**config.mk**
```make
export PLATFORM = sky130hd
export DESIGN_NAME = maxnet_ctrl
export DESIGN_NICKNAME = d
export VERILOG_FILES = /design/src/rtl/maxnet_pkg.sv /design/src/rtl/maxnet_winner_det.sv /design/src/rtl/maxnet_ctrl.sv
export SDC_FILE = /design/constraint.sdc
export NUM_CORES = 1
export LEC_CHECK = 0
export ABC_AREA = 1
export CAP_MARGIN = 30
export CELL_PAD_IN_SITES_DETAIL_PLACEMENT = 1
export CELL_PAD_IN_SITES_GLOBAL_PLACEMENT = 1
export CORE_UTILIZATION = 12
export DETAILED_ROUTE_END_ITERATION = 7
export PLACE_DENSITY = 0.82
export SLEW_MARGIN = 20
export SYNTH_ARGS = -nofsm -noshare
export SYNTH_HDL_FRONTEND = slang
export SYNTH_HIERARCHICAL = 1
export SYNTH_SLANG_ARGS = --single-unit
```
**constraint.sdc**
```tcl
create_clock -name clk -period 1.4 [get_ports clk]
set_input_delay 0.28 -clock clk [delete_from_list [all_inputs] [get_ports clk]]
set_output_delay 0.28 -clock clk [all_outputs]
set_load 0.02 [all_outputs]
```
**src/rtl/maxnet_pkg.sv**
```systemverilog
// maxnet_pkg: shared state encoding and IEEE-754 field positions for the MAXNET controller
package maxnet_pkg;
  localparam int N_DEF = 4;
  localparam int SIGN_BIT = 31;
  localparam int EXP_HI = 30;
  localparam int EXP_LO = 23;
  typedef enum logic [2:0] {IDLE, LOAD, STEP, WAIT, CHECK, DONE} state_t;
endpackage

```
**src/rtl/maxnet_winner_det.sv**
```systemverilog
// maxnet_winner_det: flags which activations are strictly positive normals and whether exactly one survives
module maxnet_winner_det
  import maxnet_pkg::*;
#(
  parameter int N = N_DEF,
  parameter int IW = (N > 1) ? $clog2(N) : 1
) (
  input  logic [N*32-1:0] act,
  output logic [N-1:0]    nz,
  output logic            one_hot,
  output logic            none,
  output logic [IW-1:0]   idx
);
  // A zero exponent field covers +0, -0 and denormals alike
  always_comb begin
    nz = '0;
    idx = '0;
    for (int i = 0; i < N; i++) begin
      nz[i] = !act[32*i+SIGN_BIT] && |act[32*i+EXP_LO +: EXP_HI-EXP_LO+1];
      if (nz[i]) idx = IW'(i);
    end
  end
  assign none = nz == '0;
  assign one_hot = !none && (nz & (nz - N'(1))) == '0;
endmodule

```
**src/rtl/maxnet_ctrl.sv**
```systemverilog
// maxnet_ctrl: sequences load/update/check rounds of a MAXNET datapath until one neuron survives
module maxnet_ctrl
  import maxnet_pkg::*;
#(
  parameter int N = N_DEF,
  parameter int MAX_ITER = 32,
  parameter int IW = (N > 1) ? $clog2(N) : 1
) (
  input  logic            clk,
  input  logic            rst,
  input  logic            start,
  input  logic [N*32-1:0] act,
  input  logic            dp_done,
  output logic            ld_in,
  output logic            dp_go,
  output logic            busy,
  output logic            done,
  output logic            err,
  output logic [IW-1:0]   win_idx,
  output logic [5:0]      iter_cnt
);
  state_t state, nxt;
  logic [N-1:0] nz;
  logic one_hot, none, multi, lim;
  logic [IW-1:0] idx;
  maxnet_winner_det #(.N(N), .IW(IW)) u_det (
    .act(act),
    .nz(nz),
    .one_hot(one_hot),
    .none(none),
    .idx(idx)
  );
  assign multi = |nz && !one_hot;
  assign lim = iter_cnt >= 6'(MAX_ITER);
  always_comb begin
    nxt = state;
    ld_in = state == LOAD;
    dp_go = state == STEP;
    busy = state != IDLE && state != DONE;
    done = state == DONE;
    case (state)
      IDLE:    nxt = start ? LOAD : IDLE;
      LOAD:    nxt = CHECK;
      STEP:    nxt = WAIT;
      WAIT:    nxt = dp_done ? CHECK : WAIT;
      CHECK:   nxt = multi && !lim ? STEP : DONE;
      DONE:    nxt = start ? DONE : IDLE;
      default: nxt = IDLE;
    endcase
  end
  // Result registers move only when a check concludes the run
  always_ff @(posedge clk or negedge rst)
    if (!rst) begin
      state <= IDLE;
      iter_cnt <= '0;
      err <= 1'b0;
      win_idx <= '0;
    end else begin
      state <= nxt;
      if (state == LOAD) begin
        iter_cnt <= '0;
        err <= 1'b0;
      end
      if (state == STEP) iter_cnt <= iter_cnt + 6'd1;
      if (state == CHECK && nxt == DONE) begin
        err <= none || multi;
        win_idx <= one_hot ? idx : '0;
      end
    end
endmodule

```
* Yosys cells after proc, flatten, opt, wreduce, memory -nomap -nowiden *
Cells that the tools add are included.

cells by class
  $add $sub $neg = 2
  order comparisons = 1
  eq/ne operators = 7
  mux-type cells = 13
  bitwise operators = 1
  reduce and logical (&&, ||, !) cells = 28

operator list
  cell                   count
  $reduce_or A8 Y1       4
  $pmux W3 S6            1
  $mux W6                2
  $eq A3 B3 Y1 const B   3
  $logic_and A1 B1 Y1    9
  $mux W3                3
  $logic_not A4 Y1       2
  $logic_not A1 Y1       7
  $add A6 B1 Y6 const B  1
  $eq A3 B2 Y1 const B   2
  $ge A6 B6 Y1 const B   1
  $mux W2                3
  $and A4 B4 Y4          1
  $mux W1                4
  $reduce_bool A2 Y1     2
  $reduce_or A4 Y1       1
  $sub A4 B1 Y4 const B  1
  $eq A3 B1 Y1 const B   1
  $logic_not A3 Y1       1
  $ne A3 B3 Y1 const B   1
  $reduce_bool A3 Y1     1
  $logic_or A1 B1 Y1     1

storage, ports and cells
  register bits after elaboration = 12
  bits of input ports = 132
  logic and storage cells = 56

* Logic depth before layout (Yosys ltp) *
Gate-level depths: netlist (run 1).

  word-level depth = 14
  depth in mapped cells = 13
  gate-level depth less buffers = 13

* Cells and area by module *
Netlist (run 1), hierarchy kept.

modules (own cells, without submodules)
  module             times used  cells each  area each (µm²)  seq. area each (µm²)
  maxnet_ctrl        1           81          633.1            300.3
  maxnet_winner_det  1           48          222.7            0.0

* Worst setup path before layout (run 1) *
Ideal clock, no wire load.

  kind = input to register
  start point = input act[55]
  end point = register err
  setup time = 0.118 ns
  data arrival time = 1.273 ns
  required time = 1.282 ns
  setup slack = 0.009 ns
  stages on the path = 12
  buffers on the path = 0
  path through = nor2_1 nand2_1 o21bai_1 nand2_2 nand2_1 nand2_1 nor2_2 inv_1 nand3_1 nand2_2 nand3_1 nand2_1

on the way
  longest elaborated chain between the ends = 14
  elaborated cells on any way between the ends = 19
  classes of those cells = add/sub: 1; eq/ne: 1; mux: 3; bitwise: 1; reduce/logical: 13

RTL lines
  item                                           line                     text
  start: declaration                             maxnet_ctrl.sv:12        input logic [N*32-1:0] act,
  $reduce_or A8 Y1 (*)                           maxnet_winner_det.sv:19  nz[i] = !act[32*i+SIGN_BIT] && |act[32*i+EXP_LO +: EXP_HI-EXP_LO+1];
  $logic_and A1 B1 Y1 (*)                        maxnet_winner_det.sv:19
  $sub A4 B1 Y4                                  maxnet_winner_det.sv:24  assign one_hot = !none && (nz & (nz - N'(1))) == '0;
  $and A4 B4 Y4                                  maxnet_winner_det.sv:24
  $logic_not A4 Y1                               maxnet_winner_det.sv:24
  $logic_and A1 B1 Y1 (*)                        maxnet_winner_det.sv:24
  net one_hot                                    maxnet_ctrl.sv:24        logic one_hot, none, multi, lim;
  $logic_not A1 Y1 (*)                           maxnet_ctrl.sv:33        assign multi = |nz && !one_hot;
  $logic_and A1 B1 Y1 (*)                        maxnet_ctrl.sv:33
  $logic_and A1 B1 Y1                            maxnet_ctrl.sv:46        CHECK: nxt = multi && !lim ? STEP : DONE;
  $mux W3                                        maxnet_ctrl.sv:46
  $pmux W3 S6                                    maxnet_ctrl.sv:41        case (state)
  $eq A3 B3 Y1                                   maxnet_ctrl.sv:65        if (state == CHECK && nxt == DONE) begin
  $logic_and A1 B1 Y1                            maxnet_ctrl.sv:65
  $mux W1 or $reduce_bool A2 Y1 (tied branches)  --
  end signal: assignment                         maxnet_ctrl.sv:66        err <= none || multi;
  end: declaration                               maxnet_ctrl.sv:18        output logic err,

Mark *: on every way through the listed nets, which the timed path passes. The rest lies on a longest branch.
A chain may end at the register's enable or synchronous reset.

* Worst setup path after layout (run 1) *
  start point = register state[2]
  end point = output done

on the way
  longest elaborated chain between the ends = 1

RTL lines
  item                      line               text
  start: declaration        maxnet_ctrl.sv:22  state_t state, nxt;
  start signal: assignment  maxnet_ctrl.sv:59  state <= nxt;
  $eq A3 B3 Y1              maxnet_ctrl.sv:40  done = state == DONE;
  end: declaration          maxnet_ctrl.sv:17  output logic done,

Every way passes these cells.

==> reports/metrics.yaml, run 1 <==
drc: 0
fin_nets: 347
slew_headroom_pct: 84.98
regToRegSetupSlack_ns: 0.11
outcome: "finished, violations left"
busiest_layer: "met2"
cts.sinks: 12
r2r-start: "state[0]"
clock-root-buffer: "clkbuf_8"
clock_latency_ns: 0.25
grtUsageMet3_pct: 1.238
grt_pass1_wl_mm: 5.478
clk_path_buf_depth: 2
ys_warn_count: 6
drv_slew: 0
dieHeight_um: 86.45
power.density_nw_per_um2: 1166
use_met1_pct: 9.936
syn_inst: 129
critPathLaunch: "state[2]"
fillers: 850
dp_hpwl_mm: 2.426
io_buffer_count: 52
synthesis.nets: 263
wl_per_cell_um: 10.50
track_usage_pct: 9.274
gp_congestion: 0.7427
cts_tree: "done"
skew_ns: 0.004947
rsz0062_at_grt: "true"
seq_area_um2: 301.5
firstDrtPassIters: 2
rows: 30
fp.dieW_um: 86.45
cp-start-kind: "register"
multi_input_area_um2: 701.9
placed_area_um2: 1609
core_area_um2: 6832
vias: 1143
path_clk_slew_ns: 0.06
ir_drop_uv: 261.4
ant_nets: 0
r2r_end: "win_idx[1]"
area_growth_pct: 109.6
yosysUniqueCellTypes: 19
finalCritPeriodShare_pct: 103.1
io_pins: 145
h-tree-depth: 1
min_period_ns: 1.444
cts_made_buffers: 3
p_leak_nw: 0.8798
cp-end-kind: "output pin"
ctsHoldBuffers: 0
fin_area_um2: 1794
critical_path.max_fanout: 4
postSynthAreaPerCell_um2: 6.634
worst_slack_ns: -0.04390
crit_end: "done"
syn-cell-area_um2: 855.8
worstMarginPinSlew_ns: 0.2229
synth-seq-cells: 12
die_area_um2: 7474
drt_iter0_drc: 46
grt_pass1_vias: 1262
drive_above_1_share_pct: 59.91
seq_area_frac_synth_pct: 35.09
grt_max_degree: 13
start_util_pct: 12.53
grt_use_met2_pct: 17.97
finalHoldViolCount: 0
rr_worst_depth: 8
finish.utilization_pct: 26.26
grt-ovfl-total: 0
violations: "negative setup slack"
worstPathArrival_ns: 1.16
final-setup-viol-count: 2
crit_type: "reg2out"
diodes: 0
antenna_found_initial: 0
cap_violations: 0
viasPerCell: 3.711
crit_required_ns: 1.12
max_freq_mhz: 692.6
routed_wl_mm: 3.235
hp-class: "in2async"
[cells by family (layout without fill, tap and decap cells)]
group / count (synthesis) / count (layout) / synth area share, %
AOI/OAI and AO/OA: 17 / 17 / 12.13
buffers and inverters: 15 / 98 / 6.580
xor gates and xnor gates: 2 / 2 / 2.047
and+or+nand+nor: 81 / 81 / 41.23
DFF: 12 / 12 / 35.09
adders and majority gates: 2 / 2 / 2.924
[flip-flops by register name (all words and copies together), names as in the netlist]
register,cells
state,3
win_idx,2
err,1
iter_cnt,6
[synth_stat cells]
library cell | instances | area share (%)
o21bai_1 | 2 | 1.8
nor2_1 | 27 | 12
inv_2 | 5 | 2.2
o21ai_1 | 5 | 2.9
o21bai_2 | 2 | 2.6
o21ai_0 | 5 | 2.9
inv_1 | 10 | 4.4
nand3_1 | 9 | 5.3
dfrtp_1 | 12 | 35
nor3_2 | 1 | 1.2
a21oi_1 | 2 | 1.2
nand2_1 | 33 | 14
nand2_2 | 3 | 2.2
xor2_1 | 2 | 2.0
ha_1 | 2 | 2.9
nand4_1 | 2 | 1.5
nand3_2 | 1 | 1.2
nor2_2 | 5 | 3.7
o22ai_1 | 1 | 0.73
[layout by cell type (no fill, tap or decap), types with 2 or more instances in the layout]
cell | synthesis | layout
nor2_2 | 5 | 16
nand2_2 | 3 | 16
buf_2 | 0 | 24
nor2_1 | 27 | 9
buf_4 | 0 | 25
o21ai_1 | 5 | 5
nand3_2 | 1 | 3
inv_1 | 10 | 7
o21ai_0 | 5 | 4
clkbuf_8 | 0 | 4
xor2_1 | 2 | 2
clkdlybuf4s50_1 | 0 | 3
nand2_1 | 33 | 19
ha_1 | 2 | 2
dfrtp_1 | 12 | 11
o21bai_4 | 0 | 4
dlygate4sd2_1 | 0 | 13
buf_6 | 0 | 6
nand3_1 | 9 | 6
inv_2 | 5 | 8
clkbuf_2 | 0 | 8
nor2_4 | 0 | 7
nand4_1 | 2 | 2
[power by group]
part / leakage, nW / total [mW] / switching [mW] / internal (mW)
sequential: 0.160 / 0.538 / 0.0968 / 0.441
combinational: 0.691 / 1.16 / 0.631 / 0.531
clock: 0.0288 / 0.393 / 0.144 / 0.249
[per-stage QoR]
stage | TNS (ns) | hold slack, ns | power, mW | worst slack [ns] | std cells
floorplan | 0 | -0.01559 | 0.9875 | 0.009464 | 129
global placement | -3.745 | 0.4810 | 1.517 | -0.5402 | 292
detailed placement | -4.304 | 0.5124 | 1.543 | -0.6483 | 292
CTS | 0 | 0.3346 | 1.965 | 0.001445 | 306
global route | -0.2682 | 0.3427 | 2.242 | -0.09926 | 308
finish | -0.06753 | 0.3289 | 2.093 | -0.04390 | 308
[critical path: stages, from the launching register on]
cell	delay, ns
dfrtp_1	0.39
inv_2	0.08
nor3_4	0.24
buf_2	0.21
[metal layers]
metal	share of wire [%]	vias up
met4	1.8	0
li1	-	571
met1	37	534
met5	0	-
met3	4.3	5
met2	57	33
[repair_timing]
| action | CTS | global route |
|---|---|---|
| endpoints found under the setup margin | 19 | 10 |
| gates resized for setup | 138 | 55 |
| buffers inserted | 10 | 2 |
| pin swaps | 46 | 29 |
[layout make-up]
class | count | share of cell area, %
multi-input combinational | 102 | 39.12
timing repair buffer | 79 | 31.17
sequential | 12 | 16.81
tap | 96 | 6.695
inverter | 15 | 3.138
clock buffer | 4 | 3.068
[worst min-delay path by stage]
stage,to,slack [ns],from
after floorplan,err,-0.02,rst
after global placement,win_idx[0],0.48,win_idx[0]
after detailed placement,win_idx[1],0.51,win_idx[1]
after CTS,iter_cnt[2],0.33,rst
after global routing,iter_cnt[1],0.34,rst
final,iter_cnt[2],0.33,rst
Power figures use the tool's default switching activity.
==> inputs of run 2 (changes only) <==
Clock period 1.4 ns to 1.62 ns, I/O delays scaled along.
==> run 2 against run 1 <==
The run now ends clean; critical path depth decreased by 2; cell count fell by 4.5%; wire length down 11%; hold slack gained 0.12 ns; global-route usage is 0.83 points lower; sequential power decreased by 15%; register-to-register slack better by 0.25 ns; critical endpoint is now iter_cnt[0]; largest cell class is now buffers; highest routed layer unchanged.
==> reports/metrics.yaml, run 2 (same netlist as run 1, synthesis figures left out) <==
clock_latency_ns: 0.24  # about the same
outcome: "completed"
diodes: 0  # unchanged
hp-class: "in2async"
clk_path_buf_depth: 2  # unchanged
cts.sinks: 12  # unchanged
cp-end-kind: "output pin"
max_freq_mhz: 632.9
drv_slew: 0  # unchanged
routed_wl_mm: 2.863  # -11%
track_usage_pct: 8.448  # -0.83 points
min_period_ns: 1.580
skew_ns: 0.003330  # -0.001616 ns
path_clk_slew_ns: 0.05  # about the same
die_area_um2: 7474  # unchanged
grt_max_degree: 13  # unchanged
seq_area_um2: 300.3  # -0.41%
vias: 1098  # -3.9%
p_leak_nw: 0.8796  # about the same
crit_type: "reg2out"
fp.dieW_um: 86.45  # unchanged
critPathLaunch: "iter_cnt[0]"
pre_cts_slack_ns: -0.4376  # +0.2106 ns
grtUsageMet3_pct: 1.619  # +0.38 points
worstPathArrival_ns: 1.26  # +0.10 ns
final-setup-viol-count: 0  # -2
wl_per_cell_um: 9.738  # -7.3%
ant_nets: 0  # unchanged
rows: 30  # unchanged
fin_area_um2: 1719  # -4.2%
cp-start-kind: "register"
finalCritPeriodShare_pct: 97.53
crit_slowest_cell: "clkdlybuf4s50_1"
fillers: 862  # +1.4%
cts_made_buffers: 3  # unchanged
gp_congestion: 0.7361  # -0.89%
largest_register: "iter_cnt"
grt_use_met2_pct: 15.44  # -2.5 points
grt_pass1_wl_mm: 5.037  # -8.1%
fin_nets: 334  # -3.7%
r2r-start: "state[2]"
cts_tree: "done"
crit_required_ns: 1.30  # +0.18 ns
drc: 0  # unchanged
firstDrtPassIters: 3  # +1
dp_hpwl_mm: 2.386  # -1.7%
use_met1_pct: 9.529  # -0.41 points
grt-ovfl-total: 0  # unchanged
busiest_layer: "met2"
most-common-layout-cells: "nand2_1 (28), nor2_1 (17), clkdlybuf4s15_1 (17)"
crit_path_max_incr_delay_ns: 0.63  # +0.24 ns
area_growth_pct: 100.9
antenna_found_initial: 0  # unchanged
viasPerCell: 3.735  # +0.64%
final_common_cell: "nand2_1"
core_area_um2: 6832  # unchanged
worstMarginPinSlew_ns: 0.5586  # +0.3357 ns
holdWs_ns: 0.4481  # +0.1192 ns
largest_reg_flops: 6  # unchanged
drive_above_1_share_pct: 29.29  # -31 points
cp_top_family: "buffers and inverters"
crit_buf_inv: 1  # -1
rsz0062_at_grt: "true"
drt_iter0_drc: 20  # -57%
slew_headroom_pct: 62.64  # -22 points
grt_pass1_vias: 1220  # -3.3%
dieHeight_um: 86.45  # unchanged
io_buffer_count: 52  # unchanged
critical_path.max_fanout: 4  # unchanged
p_total_mw: 1.569  # -25%
placed_area_um2: 1572  # -2.3%
ir_drop_uv: 268.2  # +2.6%
finish.utilization_pct: 25.16  # -1.1 points
start_util_pct: 12.53  # unchanged
crit_chain: "clkdlybuf4s50_1"
power.density_nw_per_um2: 912.8  # -22%
clock-root-buffer: "clkbuf_8"
finalHoldViolCount: 0  # unchanged
largestRegisters: "iter_cnt (6), state (3), win_idx (2)"
cap_violations: 0  # unchanged
io_pins: 145  # unchanged
h-tree-depth: 1  # unchanged
multi_input_area_um2: 591.8  # -16%
worst_slack_ns: 0.03997  # +0.08388 ns
run 2: cell types whose count changed in the layout (fill, tap and decap cells not counted), moves of 6 or more:
cell,delta
buf_6,-6
buf_2,-24
clkdlybuf4s15_1,+17
nand2_2,-9
dlymetal6s2s_1,+7
nand2_1,+9
nor2_1,+8
buf_4,-11
run 2: final cells by class:
| cell class | count | share of cell area, % |
|---|---|---|
| repair buffers | 66 | 35.44 |
| multi-input cells | 102 | 34.43 |
| flip-flops and latches | 12 | 17.47 |
| well taps | 96 | 6.987 |
| inverters | 15 | 3.275 |
| clock buffers | 3 | 2.402 |
run 2: path summary, 6_finish.rpt:
path	endpoint	slack (ns)	cells after the start
max	iter_cnt[0]	0.04	1
min	iter_cnt[1]	0.45	1
max reg2reg	iter_cnt[4]	0.36	7
min reg2reg	win_idx[0]	0.49	2
max in group asynchronous	state[0]	0.80	1
min in group clk	win_idx[0]	0.49	2
run 2: what timing repair did:
action	CTS	global route
setup buffers	3	2
gates resized for setup	45	51
pin swaps	37	39
endpoints found under the setup margin	11	13
hold buffers	0	0
run 2: per-layer routing:
metal	up-vias	part of all wire [%]
li1	545	-
met1	513	39
met2	34	54
met3	6	5.1
met4	0	2.2
met5	-	0
run 2: where the power goes:
group / switching [mW] / total [mW] / internal, mW
clock network: 0.103 / 0.266 / 0.163
logic: 0.462 / 0.848 / 0.386
registers: 0.0754 / 0.455 / 0.380
total: 0.640 / 1.57 / 0.929
run 2: metrics by stage:
step | TNS, ns | instances
after floorplan | 0 | 129
after global placement | -1.991 | 287
after detailed placement | -2.393 | 287
after CTS | 0 | 293
after global routing | -0.1381 | 294
final | 0 | 294
==> inputs of run 3 (changes only) <==
Settings changed: CORE_AREA set to 2 2 56 58, CORE_UTILIZATION 12 to not set, DIE_AREA set to 0 0 58 60, DONT_BUFFER_PORTS set to 1, PLACE_DENSITY 0.82 to 0.69.
==> run 3 against run 2 <==
Non-clock buffer count shrank 61; hold slack lost 0.22 ns; via count shrank 21%; setup slack gained 0.0073 ns; cell count shrank 42%; total power shrank 23%; clock power shrank 30%; fmax grew 0.46%.
==> reports/metrics.yaml, run 3 (same netlist as run 1, synthesis figures left out) <==
vias: 866  # -21%
placed_area_um2: 927.1  # -41%
largest_reg_flops: 6  # unchanged
most-common-layout-cells: "nand2_1 (33), nor2_1 (27), dfrtp_1 (12)"
p_comb_share_pct: 43.4  # -11 points
crit_type: "reg2out"
cp-end-kind: "output pin"
grt_pass1_wl_mm: 4.077  # -19%
viasPerCell: 5.094  # +36%
ir_drop_uv: 496.2  # +85%
dp_hpwl_mm: 1.941  # -19%
drv_slew: 0  # unchanged
clock-root-buffer: "clkbuf_4"
seq_area_um2: 300.3  # unchanged
hp-class: "in2reg"
rsz0062_at_grt: "true"
antenna_found_initial: 0  # unchanged
largest_register: "iter_cnt"
core_area_um2: 2903  # -58%
skew_ns: 0.001059  # -0.002271 ns
cap_violations: 0  # unchanged
cts_made_buffers: 3  # unchanged
drc: 0  # unchanged
seqPwrFrac_pct: 41.2  # +12 points
routed_wl_mm: 2.352  # -18%
fillers: 380  # -56%
largestRegisters: "iter_cnt (6), state (3), win_idx (2)"
wl_per_cell_um: 13.84  # +42%
gp_congestion: 0.7507  # +2.0%
p_sw_mw: 0.5838  # -8.8%
outcome: "completed"
power.density_nw_per_um2: 1244  # +36%
stdcell_count: 170  # -42%
area_growth_pct: 12.87
worstMarginPinSlew_ns: 0.5426  # -0.01597 ns
p_leak_nw: 0.4655  # -47%
diodes: 0  # unchanged
track_usage_pct: 15.35  # +6.9 points
clockPowerShare_pct: 15.4  # -1.5 points
crit_required_ns: 1.30  # about the same
path_clk_slew_ns: 0.07  # +0.02 ns
io_pins: 145  # unchanged
clk_path_buf_depth: 2  # unchanged
critical_path.max_fanout: 5  # +1
finalHoldViolCount: 0  # unchanged
die_area_um2: 3480  # -53%
cts.sinks: 12  # unchanged
dieHeight_um: 60  # -31%
ant_nets: 0  # unchanged
cts_tree: "done"
final_common_cell: "nand2_1"
max_freq_mhz: 635.8  # +0.46%
dp_cells: 166  # -42%
firstDrtPassIters: 4  # +1
internal-power_mw: 0.6175  # -34%
fin_nets: 273  # -18%
rows: 20  # -33%
grt_pass1_vias: 957  # -22%
cp-start-kind: "register"
worst_slack_ns: 0.04722  # +0.007253 ns
drt_iter0_drc: 25  # +25%
holdWs_ns: 0.2238  # -0.2243 ns
grt_max_degree: 13  # unchanged
finalCritPeriodShare_pct: 97.08  # -0.45 points
slew_headroom_pct: 63.71  # +1.1 points
start_util_pct: 29.48  # +17 points
fp.dieW_um: 58  # -33%
sw_frac_of_total_pct: 48.60  # +7.8 points
multi_input_area_um2: 503.0  # -15%
grt-ovfl-total: 0  # unchanged
pre_cts_slack_ns: -0.02560  # +0.4120 ns
clock_latency_ns: 0.27  # +0.03 ns
worstPathArrival_ns: 1.25  # about the same
h-tree-depth: 1  # unchanged
final-setup-viol-count: 0  # unchanged
min_period_ns: 1.573  # -0.007253 ns
fin_area_um2: 965.9  # -44%
io_buffer_count: 0  # -100%
drive_above_1_share_pct: 18.25  # -11 points
[run 3: cell count changes in the layout (fill, tap and decap cells not counted), sizes merged]
cell,delta
clkbuf,-3
buf,-10
clkdlybuf4s15,-18
clkdlybuf4s50,-8
dlygate4sd2,-16
dlygate4sd3,+1
dlymetal6s2s,-7
[run 3: layout make-up]
type	count	area share (%)
flip-flops and latches	12	31.09
multi-input cells	102	52.07
clock buffers	3	2.332
well taps	33	4.275
inverters	15	6.088
repair buffers	5	4.145
[run 3: final timing paths]
kind / startpoint / end / slack, ns / cells past startpoint
max in group asynchronous: rst / err / 0.79 / 1
hold reg to reg: iter_cnt[3] / iter_cnt[3] / 0.61 / 2
setup / recovery: state[2] / done / 0.05 / 3
min in group asynchronous: rst / iter_cnt[5] / 0.47 / 1
setup reg to reg: state[2] / iter_cnt[4] / 0.34 / 6
hold / removal: start / state[0] / 0.22 / 2
[run 3: layer usage]
metal | up-vias | track usage [%] | share of wire (%)
li1 | 427 | - | -
met1 | 399 | 15.39 | 35
met2 | 37 | 28.73 | 53
met3 | 3 | 6.926 | 11
met4 | 0 | 3.987 | 0.81
met5 | - | 0 | 0
[run 3: power groups by stage]
stage               Combinational (mW)  Clock, mW  Sequential (mW)
floorplan                        0.354          0            0.499
global placement                 0.470          0            0.495
detailed placement               0.488          0            0.498
CTS                              0.513      0.188            0.494
global route                     0.591      0.208            0.507
finish                           0.521      0.185            0.494
[run 3: worst max-delay path, cell delays in order (launching register included)]
cell and delay (ns):
dfrtp_1 0.38, inv_1 0.13, nor3_2 0.27, buf_4 0.20
[run 3: repair_timing]
item | in CTS | in global routing
endpoints found under the hold margin | 12 | 0
buffers inserted | 0 | 0
gates resized for setup | 1 | 1
pin swaps | 0 | 0
endpoints found under the setup margin | 1 | 2
hold buffers | 1 | 0
[run 3: per-stage QoR]
| step | util [%] | power (mW) | setup TNS (ns) |
|---|---|---|---|
| 3_3_place_gp | 31.94 | 0.9646 | 0 |
| 2_1_floorplan | - | 0.8534 | 0 |
| 3_5_place_dp | 31.94 | 0.9865 | -0.04381 |
| 6_report | 33.28 | 1.201 | 0 |
| 5_1_grt | 33.28 | 1.306 | -0.03720 |
| 4_1_cts | 33.19 | 1.196 | 0 |
